==> src/rtl/demux1to2_buf.sv <==
// demux1to2_buf: 1-to-2 demultiplexer with a FIFO on each output.
// Each accepted input word is routed by in_sel into FIFO 0 or FIFO 1. A
// stalled consumer only blocks input words that are bound for its own full FIFO.
// Ports:
//   clk, reset            clock, synchronous active-high reset
//   in_data/in_sel        word to route and its destination
//   in_valid/in_ready     input handshake (in_ready depends only on in_sel and occupancy)
//   outN_data/outN_valid  head of FIFO N (data forced to 0 while empty)
//   outN_ready            consumer N pops the head word
//   accN_cnt              words accepted for output N since reset (wrapping)
module demux1to2_buf #(
   parameter int unsigned WIDTH = 32,
   parameter int unsigned DEPTH = 2,
   parameter int unsigned CNT_W = 16
) (
   input  logic             clk,
   input  logic             reset,
   input  logic [WIDTH-1:0] in_data,
   input  logic             in_sel,
   input  logic             in_valid,
   output logic             in_ready,
   output logic [WIDTH-1:0] out0_data,
   output logic             out0_valid,
   input  logic             out0_ready,
   output logic [WIDTH-1:0] out1_data,
   output logic             out1_valid,
   input  logic             out1_ready,
   output logic [CNT_W-1:0] acc0_cnt,
   output logic [CNT_W-1:0] acc1_cnt
);

   localparam int unsigned PW = (DEPTH > 1) ? $clog2(DEPTH) : 1;
   localparam int unsigned CW = $clog2(DEPTH + 1);

   logic [WIDTH-1:0] mem    [2][DEPTH];
   logic [PW-1:0]    rd_ptr [2];
   logic [PW-1:0]    wr_ptr [2];
   logic [CW-1:0]    count  [2];
   logic [CNT_W-1:0] acc    [2];

   logic [1:0] full;
   logic [1:0] empty;
   logic [1:0] push;
   logic [1:0] pop;
   logic [1:0] rdy;

   assign rdy = {out1_ready, out0_ready};

   // Occupancy flags and per-FIFO handshake decode
   always_comb begin
      full  = '0;
      empty = '0;
      push  = '0;
      pop   = '0;
      for (int n = 0; n < 2; n++) begin
         full[n]  = (count[n] == CW'(DEPTH));
         empty[n] = (count[n] == '0);
         push[n]  = in_valid & in_ready & (in_sel == 1'(n));
         pop[n]   = ~empty[n] & rdy[n];
      end
   end

   // A full FIFO refuses the word even if it pops this cycle (no bypass)
   assign in_ready = ~reset & ~full[in_sel];

   // Pointers, occupancy and accept counters
   always_ff @(posedge clk) begin
      for (int n = 0; n < 2; n++) begin
         if (reset) begin
            rd_ptr[n] <= '0;
            wr_ptr[n] <= '0;
            count[n]  <= '0;
            acc[n]    <= '0;
         end else begin
            if (push[n]) begin
               wr_ptr[n] <= wr_ptr[n] + PW'(1);
               acc[n]    <= acc[n] + CNT_W'(1);
            end
            if (pop[n]) begin
               rd_ptr[n] <= rd_ptr[n] + PW'(1);
            end
            case ({push[n], pop[n]})
               2'b10:   count[n] <= count[n] + CW'(1);
               2'b01:   count[n] <= count[n] - CW'(1);
               default: count[n] <= count[n];
            endcase
         end
      end
   end

   // Storage is not reset; stale entries are masked by the empty flag
   always_ff @(posedge clk) begin
      for (int n = 0; n < 2; n++) begin
         if (push[n]) begin
            mem[n][wr_ptr[n]] <= in_data;
         end
      end
   end

   assign out0_valid = ~empty[0];
   assign out1_valid = ~empty[1];
   assign out0_data  = empty[0] ? '0 : mem[0][rd_ptr[0]];
   assign out1_data  = empty[1] ? '0 : mem[1][rd_ptr[1]];
   assign acc0_cnt   = acc[0];
   assign acc1_cnt   = acc[1];

endmodule
==> config.mk <==
export PLATFORM = sky130hd
export DESIGN_NAME = demux1to2_buf
export DESIGN_NICKNAME = d
export VERILOG_FILES = /design/src/rtl/demux1to2_buf.sv
export SDC_FILE = /design/constraint.sdc
export NUM_CORES = 1
export LEC_CHECK = 0
export BUFFER_PORTS_ARGS = -buffer_cell sky130_fd_sc_hd__clkbuf_2
export CAP_MARGIN = 20
export CORE_ASPECT_RATIO = 0.6
export CORE_MARGIN = 2
export CORE_UTILIZATION = 45
export DETAILED_ROUTE_END_ITERATION = 8
export GPL_TIMING_DRIVEN = 0
export HOLD_SLACK_MARGIN = 0.08
export PLACE_DENSITY_LB_ADDON = 0.1
export SETUP_SLACK_MARGIN = 0.02
export SLEW_MARGIN = 20
export SYNTH_ARGS = -nofsm -noshare
export SYNTH_HDL_FRONTEND = slang
export SYNTH_SLANG_ARGS = --single-unit
==> constraint.sdc <==
create_clock -name clk -period 3.05 [get_ports clk]
set_clock_uncertainty 0.2 [all_clocks]
set_input_delay 0.4575 -clock clk [delete_from_list [all_inputs] [get_ports clk]]
set_output_delay 0.4575 -clock clk [all_outputs]
set_load 0.005 [all_outputs]
======== Yosys cells after proc, flatten, opt, wreduce, memory -nomap -nowiden ========
Memories as Yosys holds them, arrays and structs flattened.
Index checks and enable logic that the tools add are counted.
storage, ports and cells
  output and inout bits ................... 99
  bits in writable memories ............... 168
  register bits ........................... 0
  memories ................................ 5
  bits of input ports ..................... 38
memory list
  name    depth  width  rd ports  clocked after memory_dff  wr ports  RTL line  text
  mem     2      64     2         0                         1         35        logic [WIDTH-1:0] mem [2][DEPTH];
  acc     2      16     2         0                         2         39        logic [CNT_W-1:0] acc [2];
  count   2      2      2         0                         2         38        logic [CW-1:0] count [2];
  rd_ptr  2      1      2         0                         2         36        logic [PW-1:0] rd_ptr [2];
  wr_ptr  2      1      2         0                         2         37        logic [PW-1:0] wr_ptr [2];
operators by class
  $add $sub $neg .......................... 10
  bitwise logic cells ..................... 27
  equality and inequality tests ........... 6
  mux-type cells .......................... 63
  order comparisons ....................... 7
  reductions and logical operators ........ 7
operator list
  kind                                                         number
  2-to-1 mux 32 bit                                            10
  2-to-1 mux 64 bit                                            4
  demux 32 bit (select 1 bit)                                  2
  OR reduction 64 bit                                          1
  2-to-1 mux 1 bit                                             39
  adder 16 x 1 -> 16 bit (second input constant)               2
  2-to-1 mux 16 bit                                            2
  2-to-1 mux 2 bit                                             6
  OR 1 bit                                                     12
  equality test 2 bit (second input constant)                  4
  >= comparator 2 bit (second input constant)                  4
  NOT 1 -> 2 bit                                               4
  bitwise AND 1 bit                                            6
  NOT 1 bit                                                    5
  adder 1 bit (second input constant)                          4
  adder 2 x 1 -> 2 bit (second input constant)                 2
  equality test 2 x 1 -> 1 bit (second input constant)         2
  logical NOT 2 bit                                            2
  less-than comparator 2 x 1 -> 1 bit (second input constant)  2
  OR reduction 2 bit                                           2
  subtractor 2 x 1 -> 2 bit (second input constant)            2
  logical AND 1 bit                                            2
  less-than comparator 1 x 2 -> 1 bit (second input constant)  1

======== Logic depth before layout (Yosys ltp) ========
Gate-level depths: netlist (run 1).
  depth in word-level cells ............... 14
  depth in mapped cells ................... 9
  gate-level depth less buffers ........... 8

======== Worst setup path after synthesis (run 1) ========
OpenSTA, ideal clock, no wires.
  path type ............................... input to register
  start point ............................. input in_sel
  end point ............................... memory mem[0][32] (netlist name) (enable)
  required time ........................... 2429 ps
  slack ................................... -82 ps
  cell stages on the path ................. 4
  setup time .............................. 421 ps
  arrival time ............................ 2511 ps
  path through ............................ nor3b_1 -> nand2_1 -> buf_2 -> nor2_1
on the way
  cells in the longest elaborated chain, start to end .. 10
ends and longest elaborated chain
  item                                                                    RTL line  text
  start: declaration                                                      19        input logic in_sel,
  2-to-1 mux 1 bit (not written as such) (2 in a row)                     64        assign in_ready = ~reset & ~full[in_sel];
  NOT 1 bit                                                               64
  bitwise AND 1 bit                                                       64
  bitwise AND 1 bit (2 in a row)                                          58        push[n] = in_valid & in_ready & (in_sel == 1'(n));
  2-to-1 mux 1 bit                                                        94        if (push[n]) begin
  2-to-1 mux 64 bit (not written as such)                                 95        mem[n][wr_ptr[n]] <= in_data;
  OR reduction 64 bit (no line)                                           --
  2-to-1 mux 1 bit (no line) / 2-to-1 mux 64 bit (equally long branches)  --
  end: declaration                                                        35
Several ways; a longest one is shown, not always the timed one. The select of a mux whose other input is x is not followed.

==> results.md, run 1 <==
Outcome:
- The run finished with clean final reports.

CTS:
- The buffer levels on the longest clock path is 2.
- The H-tree generated during clock tree synthesis spans 4 levels.
- The clock edge transition at the registers on the reported setup and hold paths is 0.07 ns.
- The clock tree from TritonCTS is yes.
- In this run the clock root is driven by a sky130_fd_sc_hd__clkbuf_16.
- The post-cts resize count is 0.
- The later-pin clock latency in the skew report is 0.41 ns.
- The total CTS buffers is 17.
- The number of clock sinks is 168.

Setup path:
- Data arrives at the worst endpoint at 2.12 ns.
- The kind of critical path is flop to primary output.
- The largest fanout of any net on the critical path is 10.
- The element type at the critical path start is a flop.
- Data on the critical path is required at its endpoint by 2.39 ns.
- STA classifies the critical path endpoint as a primary output.

Pwr:
- Summed over all cells, the static leakage comes to 3.413 nW.
- The peak supply drop is 266.6 uV.
- The areal power density over the cells is 594.0 nW/um^2.

Timing:
- The worst-case headroom to the max-slew limit is 0.4476.
- The final critical-path share of the clock period is 0.9097.
- The hold violation count in the final report is 0.
- Once routing completed, OpenROAD measured the worst setup slack at 0.2753 ns.
- Setup repair after global routing left no endpoint under its margin.
- The smallest hold slack is 0.09331 ns.
- Setup violations remaining at the end of the flow were counted as 0.
- The fmax is 0.3604 GHz.
- The final count of pins violating max slew came to 0.
- The final critical path time including I/O delays and setup is 2.775 ns.
- The slew at the pin closest to its max-slew limit is 0.8286 ns.

Logic synthesis:
- The mean instance size in the synthesized netlist is 14.41 sq um.
- The cell area after technology mapping is 7134 sq um.
- The sequential cell area fraction in the yosys report is 0.7071.
- Synthesis handed over a netlist of 495 instances.
- The count of warnings emitted by yosys is 0.
- After synthesis, the netlist uses 31 different library cells.
- The post-synth net total is 540.
- Counting flops and latches in the post-synthesis netlist gives 168.

Final layout:
- The growth of design area from synthesis to finish is 26.89%.
- The utilization of the core after routing is 0.5873.
- The post-route non-filler standard cell count is 901.
- The repair_antennas step left the layout with diodes totalling 0.
- The number of nets in the finished design is 730.
- The ratio of cells with drive above 1 in the final layout is 0.2736.

Global route:
- The initial antenna violation count is 0.
- The first global-routing pass estimated 24770 um of wire.
- The maximum number of pins on one net before global-route repair is 24.
- The sum of overflow across all layers after global routing is 0.
- The via count of the first global-routing pass came to 4603.
- The all-layer global routing usage is 0.1906.

Drt:
- The number of violations reported at the end of detailed-routing iteration 0 is 275.
- The detailed router put a total of 7598 um of wire on met1.
- Summed over all nets, wire length on met3 after detailed routing comes to 811 um.
- The routed wire length per instance is 17.39 um.
- The detailed router used layers up to and including met4.
- After detailed routing, the number of vias per cell comes to 5.190.
- The number of optimization iterations in the first detailed-route pass is 5.
- The DRC violations left is 0.
- Summed over all nets, wire length on met2 after detailed routing comes to 7171 um.
- The total via count after detailed routing is 4676.
- For this block, the routed nets add up to 15660 um of wire.
- The detail route stage leaves a number of antenna-violating nets equal to 0.

Placement:
- The half-perimeter wire length of the detailed placement result is 10570 um.
- Including well taps, the total number of placed cells is 838.
- The count of buffers added on input and output ports is 136.
- At the placement stage, the worst setup path has a slack of -0.1374 ns.
- The congestion estimate from routability-driven global placement came to 0.8155.

Run:
- The tool flagged a number of max-cap violations equal to 0.

Floorplanning:
- For this configuration, the core starts out at a cell density of 0.4628.
- The I/O pin count is 137.
- The floorplan has 35 rows.
- The area of the die is 16910 sq um.
- The placeable core area is 15410 sq um.
- The chip height is 101.5 um.
- The overall die width is 166.6 um.

Hold path:
- The class of the tightest hold or removal check is primary input to flop.
==> cell usage in the layout, fill, tap and decap left out, types with 4 or more instances in the layout <==
master / n
sky130_fd_sc_hd__a21oi_1: 14
sky130_fd_sc_hd__buf_2: 8
sky130_fd_sc_hd__clkbuf_1: 14
sky130_fd_sc_hd__clkbuf_16: 17
sky130_fd_sc_hd__clkbuf_2: 136
sky130_fd_sc_hd__dlygate4sd3_1: 31
sky130_fd_sc_hd__edfxtp_1: 168
sky130_fd_sc_hd__ha_1: 7
sky130_fd_sc_hd__inv_1: 15
sky130_fd_sc_hd__inv_6: 5
sky130_fd_sc_hd__mux2i_1: 74
sky130_fd_sc_hd__nand2_1: 13
sky130_fd_sc_hd__nand2b_1: 6
sky130_fd_sc_hd__nand3_1: 20
sky130_fd_sc_hd__nand3b_1: 8
sky130_fd_sc_hd__nand4_1: 4
sky130_fd_sc_hd__nor2_1: 80
sky130_fd_sc_hd__nor3_1: 5
sky130_fd_sc_hd__nor4_1: 9
sky130_fd_sc_hd__o21ai_0: 4
sky130_fd_sc_hd__o31ai_1: 9
sky130_fd_sc_hd__or3_1: 4
sky130_fd_sc_hd__or4_1: 9
sky130_fd_sc_hd__xor2_1: 4
==> final timing paths <==
kind         cells after the start        start       endpoint  slack (ns)
min reg2reg                      1  count[0][0]    count[0][0]        0.40
max reg2reg                      8  count[1][0]    count[1][1]        0.38
max                              6  count[0][0]  out0_data[29]        0.28
min                              1   in_data[6]    mem[0][102]        0.09
==> per-stage QoR <==
stage | TNS, ns | area (sq um) | power, mW
after global routing | 0 | 9052 | 5.603
after global placement | -96.67 | 8071 | 3.303
final | 0 | 9052 | 5.377
after floorplan | 0 | 7137 | 3.028
after CTS | 0 | 9052 | 5.432
after detailed placement | -1.636 | 8162 | 3.318
==> cell usage after synthesis <==
| cell | instances | area (sq um) |
|---|---|---|
| sky130_fd_sc_hd__a21oi_1 | 14 | 70.07 |
| sky130_fd_sc_hd__and3_1 | 4 | 25.02 |
| sky130_fd_sc_hd__and3b_1 | 1 | 8.760 |
| sky130_fd_sc_hd__buf_2 | 8 | 40.04 |
| sky130_fd_sc_hd__buf_4 | 1 | 7.510 |
| sky130_fd_sc_hd__buf_6 | 1 | 11.26 |
| sky130_fd_sc_hd__clkbuf_1 | 14 | 52.55 |
| sky130_fd_sc_hd__edfxtp_1 | 168 | 5045 |
| sky130_fd_sc_hd__ha_1 | 7 | 87.58 |
| sky130_fd_sc_hd__inv_1 | 15 | 56.30 |
| sky130_fd_sc_hd__mux2_2 | 1 | 11.26 |
| sky130_fd_sc_hd__mux2i_1 | 74 | 740.7 |
| sky130_fd_sc_hd__nand2_1 | 13 | 48.80 |
| sky130_fd_sc_hd__nand2b_1 | 6 | 37.54 |
| sky130_fd_sc_hd__nand3_1 | 20 | 100.1 |
| sky130_fd_sc_hd__nand3b_1 | 8 | 60.06 |
| sky130_fd_sc_hd__nand4_1 | 4 | 25.02 |
| sky130_fd_sc_hd__nand4_2 | 2 | 25.02 |
| sky130_fd_sc_hd__nand4_4 | 1 | 21.27 |
| sky130_fd_sc_hd__nor2_1 | 82 | 307.8 |
| sky130_fd_sc_hd__nor3_1 | 5 | 25.02 |
| sky130_fd_sc_hd__nor3b_1 | 1 | 7.510 |
| sky130_fd_sc_hd__nor4_1 | 9 | 56.30 |
| sky130_fd_sc_hd__o21ai_0 | 4 | 20.02 |
| sky130_fd_sc_hd__o21bai_1 | 2 | 15.01 |
| sky130_fd_sc_hd__o31ai_1 | 9 | 67.56 |
| sky130_fd_sc_hd__or3_1 | 4 | 25.02 |
| sky130_fd_sc_hd__or3_2 | 1 | 7.510 |
| sky130_fd_sc_hd__or4_1 | 9 | 67.56 |
| sky130_fd_sc_hd__xnor2_1 | 3 | 26.28 |
| sky130_fd_sc_hd__xor2_1 | 4 | 35.03 |
==> cell type report <==
class                      instances  area, sq um
buffer                            24        111.4
inverter                          15        56.30
tap                              203        254.0
clock buffer                      17        425.4
fill                            1238         6362
clock inverter                    15        155.1
sequential                       168         5045
multi-input combinational        288         1939
timing repair buffer             171         1066
==> report_power, final <==
| group | internal (mW) | switching, mW | total [mW] |
|---|---|---|---|
| combinational | 0.259 | 0.358 | 0.617 |
| clock | 1.09 | 0.991 | 2.08 |
| sequential | 2.62 | 0.0529 | 2.68 |
==> flip-flops by register name, summed over array words and instances (netlist names) <==
register,cells
mem,128
acc,32
count,4
rd_ptr,2
wr_ptr,2
==> cell families after synthesis <==
| group | synth area share |
|---|---|
| xor+xnor | 0.008594 |
| fa+ha+maj | 0.01228 |
| buf+inv | 0.02350 |
| mux | 0.1054 |
| compound gates | 0.02420 |
| simple gates | 0.1189 |
| flops | 0.7071 |
==> what timing repair did <==
action                    in CTS  in global routing
hold endpoints to repair     124                  0
setup buffers                  0                  0
hold buffers                  31                  0
==> routing by layer <==
layer	vias to the layer above	track usage
met2	129	0.2982
met3	8	0.04103
met1	2295	0.2723
li1	2244	-
met4	0	0.05703
met5	-	0
==> critical path, cell delays in order (launching register included) <==
cell and delay (ns):
sky130_fd_sc_hd__edfxtp_1 0.41, sky130_fd_sc_hd__inv_1 0.07, sky130_fd_sc_hd__ha_1 0.13, sky130_fd_sc_hd__clkbuf_1 0.25
sky130_fd_sc_hd__clkbuf_1 0.52, sky130_fd_sc_hd__nor2_1 0.16, sky130_fd_sc_hd__clkbuf_2 0.15
No activity file was read; power rests on OpenSTA's default activity.
==> inputs of run 2 (changes only) <==
--- a/config.mk
+++ b/config.mk
@@ -5,6 +5,7 @@
 export SDC_FILE = /design/constraint.sdc
 export NUM_CORES = 1
 export LEC_CHECK = 0
+export ABC_AREA = 1
 export BUFFER_PORTS_ARGS = -buffer_cell sky130_fd_sc_hd__clkbuf_2
 export CAP_MARGIN = 20
 export CORE_ASPECT_RATIO = 0.6
==> run 2 against run 1 <==
  * Synthesized area is 0.26% lower
  * Core utilization is 0.32 points lower
  * Sequential cell count stayed put
  * Critical endpoint is now out1_data[21]
  * Worst setup slack worse by 0.037 ns
  * Routed wire length is 3.3% higher
  * Critical path type unchanged
  * Count of clock-buffer cells in the layout is 1 higher
  * Clock power hardly changed
  * Final area is 0.55% lower
==> results.md, run 2 <==
Drt:
- The overall routed net length is 16180 um.
- The detailed router used layers up to and including met4.
- Detailed routing placed a total of 927 um of wire on met3.
- Before antenna repair, the detailed router went through 5 iterations.
- Wire segments on met2 add up to 7229 um in the final route.
- In the routed design, unresolved DRC markers number 0.
- In the final routing, the length of wire on met1 measures 7842 um.
- The number of violations reported at the end of detailed-routing iteration 0 is 340.
- The routed wire length per instance is 16.13 um.
- After detailed routing, the number of vias per cell comes to 4.945.
- Once detail routing completed, the nets flagged for antenna violations numbered 0.
- Detailed routing inserted a total of 4960 vias.

Floorplanning:
- Row generation in the floorplan step produced 35 rows.
- 137 I/O pins were placed.
- The initial core utilization is 0.4616.
- The die covers 16870 sq um.
- Measured along the x axis, the die boundary spans 166.3 um.
- The chip height is 101.4 um.
- The core region is 15410 sq um.

Logic synthesis:
- sky130_fd_sc_hd__edfxtp_1 is the most common cell in the netlist.
- The cell area after technology mapping is 7116 sq um.
- By count the netlist is led by 168 x sky130_fd_sc_hd__edfxtp_1, 118 x sky130_fd_sc_hd__nand2_1, 102 x sky130_fd_sc_hd__nor2_1.
- After synthesis, the share of flip-flops with an asynchronous set or reset is 0.
- The sequential cell area fraction in the yosys report is 0.7090.
- The mean instance size in the synthesized netlist is 11.86 sq um.
- The library cell with the largest summed area after synthesis is sky130_fd_sc_hd__edfxtp_1.
- Of the post-synthesis cell area, the dominant cell type holds 0.7090.
- The count of warnings emitted by yosys is 0.
- Counting distinct cell types in the post-synthesis netlist gives 30.
- In the synthesized netlist the dominant register cell turns out to be sky130_fd_sc_hd__edfxtp_1.
- The post-synth net total is 645.
- The number of storage elements in the synthesis netlist is 168.
- The gate count after technology mapping is 600.
- By area the synthesized netlist is led by sky130_fd_sc_hd__edfxtp_1 71%, sky130_fd_sc_hd__nand2_1 6.2%, sky130_fd_sc_hd__nor2_1 5.4%.
- The synthesized design contains 168 enable-type register cells.

Hold path:
- For hold timing, the worst endpoint is mem[0][25].
- The class of the tightest hold or removal check is primary input to flop.
- In this run the most critical hold path is launched from in_data[25].
- Along the worst hold path, the cell count comes to 1.

Setup path:
- The number of cells on the worst reg-to-reg path is 7.
- The setup path with the least slack is of type flop to primary output.
- Broken down by cell family, the worst path's largest delay share belongs to buffers and inverters.
- The startpoint of the worst-slack reg-to-reg timing path is count[1][0].
- For this design, the slowest cell found on the critical path is sky130_fd_sc_hd__clkbuf_1.
- The worst setup path is launched from a flop.
- Along the worst path, the maximum fanout reaches 10.
- The critical path contains buffers and inverters numbering 2 combined.
- The setup slack of the most critical reg-to-reg path is 0.45 ns.
- The endpoint type of the worst setup path is a primary output.
- The endpoint of the lowest-slack register-to-register path is count[1][0].
- The depth of the critical timing path with buffers and inverters included is 4.
- The most critical setup path has its startpoint at count[1][0].
- Traced cell by cell, the critical path runs through nor2_1 -> clkbuf_1 -> a21oi_1 -> clkbuf_2.
- For this run, the slowest stage of the critical path takes 0.51 ns.
- For the worst setup path, the data arrival time is 2.15 ns.
- At the worst endpoint, the required time is 2.39 ns.

CTS:
- TritonCTS built the clock tree.
- The clock tree synthesis step divided the H-tree into 4 levels.
- The clock root buffer is sky130_fd_sc_hd__clkbuf_16.
- At the later pin of the worst-skew pair, clock insertion delay measures 0.42 ns.
- The clock edge transition at the registers on the reported setup and hold paths is 0.07 ns.
- No sink is reached through more buffers than the 2 on the longest clock path.
- The number of clock sinks is 168.
- The total CTS buffers is 17.

Global route:
- The first global-routing pass estimated 25450 um of wire.
- The via count of the first global-routing pass is 4803.
- The initial antenna violation count is 0.
- The all-layer global routing usage is 0.1958.
- Global routing finished with a remaining overflow of 0.
- The maximum number of pins on one net before global-route repair is 24.

Final layout:
- Summing all multi-input logic gate instances after layout gives 1861 sq um.
- The area taken by flip-flops and latches is 5045 sq um.
- The library cells used most frequently in the layout, excluding fill and tap cells, are 168 x sky130_fd_sc_hd__edfxtp_1, 137 x sky130_fd_sc_hd__clkbuf_2, 118 x sky130_fd_sc_hd__nand2_1.
- The library cell used most frequently in the layout, excluding fill and tap cells, is sky130_fd_sc_hd__edfxtp_1.
- The ratio of cells with drive above 1 in the final layout is 0.2563.
- Once layout is complete, the utilization of the core stands at 0.5840.
- The flip-flop count of the largest register, all copies and words added is 128.
- Leaving out filler cells and counting taps, the final layout contains 1003.
- The final layout contains 832 nets.
- The layout has 1320 filler cells.
- The area growth from synthesis to layout is 26.52%.
- The total inserted antenna cells is 0.

Timing:
- Setup repair after global routing left no endpoint under its margin.
- The final critical path time including I/O delays and setup is 2.812 ns.
- The hold violation count in the final report is 0.
- Hold is met by 0.09138 ns.
- The count of endpoints failing setup in the final report is 0.
- The final count of pins violating max slew is 0.
- In the finished design, the share of the clock period the worst path needs comes to 0.9220.
- The worst-case headroom to the max-slew limit is 0.4871.
- At the pin with the least slew margin, the transition time is 0.7675 ns.
- Timing would allow up to 0.3556 GHz.

Run:
- The count of maximum capacitance violations is 0.

Placement:
- Counting tap cells, the placed design contains a total of 943 instances.
- The count of buffers from port buffering is 136.
- The congestion estimate from routability-driven global placement came to 0.7584.
- The HPWL after detailed placement is 10990 um.

Pwr:
- The peak supply drop is 349.5 uV.
- The analysis attributes to cell leakage a power of 3.506 nW.
- Dividing total power by cell area gives a power density of 599.7 nW/um^2.

Outcome:
- The run finished with clean final reports.
run 2: cell count changes in the layout (fill, tap and decap cells not counted), moves of 10 or more:
cell,before,now
sky130_fd_sc_hd__nor2_1,80,100
sky130_fd_sc_hd__nor2_2,0,10
sky130_fd_sc_hd__a21oi_1,14,41
sky130_fd_sc_hd__nand2_1,13,118
sky130_fd_sc_hd__inv_1,15,32
sky130_fd_sc_hd__o21ai_0,4,35
sky130_fd_sc_hd__mux2i_1,74,0
run 2: area by class of cell:
cell class,count,area share
Multi-Input combinational cell,375,0.2067
Tap cell,203,0.02821
Clock inverter,14,0.01515
Clock buffer,18,0.04767
Inverter,36,0.01515
Timing Repair Buffer,168,0.1156
Sequential cell,168,0.5604
Buffer,21,0.01112
run 2: worst max-delay path by stage:
stage,slack (ns),end
5_1_grt,0.04,out0_data[3]
2_1_floorplan,0.14,mem[0][0]
3_5_place_dp,0.39,count[1][1]
3_3_place_gp,-1.28,mem[0][29]
6_report,0.24,out1_data[21]
4_1_cts,0.21,out0_data[30]
run 2: layer usage:
layer | GRT usage | vias up
met4 | 0.05371 | 0
li1 | - | 2457
met1 | 0.2755 | 2345
met3 | 0.04572 | 16
met5 | 0 | -
met2 | 0.3115 | 142
run 2: logic make-up after synthesis:
group,count (synthesis),synth area share
simple gates,273,0.1700
xor+xnor,14,0.01723
buf+inv,57,0.03306
fa+ha+maj,7,0.01231
flops,168,0.7090
compound gates,81,0.05838
run 2: timing repair:
item / in CTS / in global routing
gates resized for setup: 0 / 2
hold buffers: 28 / 0
endpoints found under the setup margin: 0 / 4
hold endpoints to repair: 106 / 0
setup buffers: 0 / 0
run 2: where the power goes:
part,leakage [nW],switching [mW],internal (mW)
logic,1.65,0.406,0.243
clock network,0.282,0.925,1.15
registers,1.58,0.0505,2.63
run 2: per-stage QoR:
step | cell area, sq um | total power [mW] | setup WS (ns) | TNS (ns)
after global routing | 9002 | 5.622 | 0.03687 | 0
after global placement | 8050 | 3.329 | -1.278 | -101.85
after CTS | 9001 | 5.442 | 0.2131 | 0
final | 9002 | 5.398 | 0.2379 | 0
after detailed placement | 8155 | 3.351 | 0.3850 | 0
after floorplan | 7116 | 3.026 | 0.1389 | 0
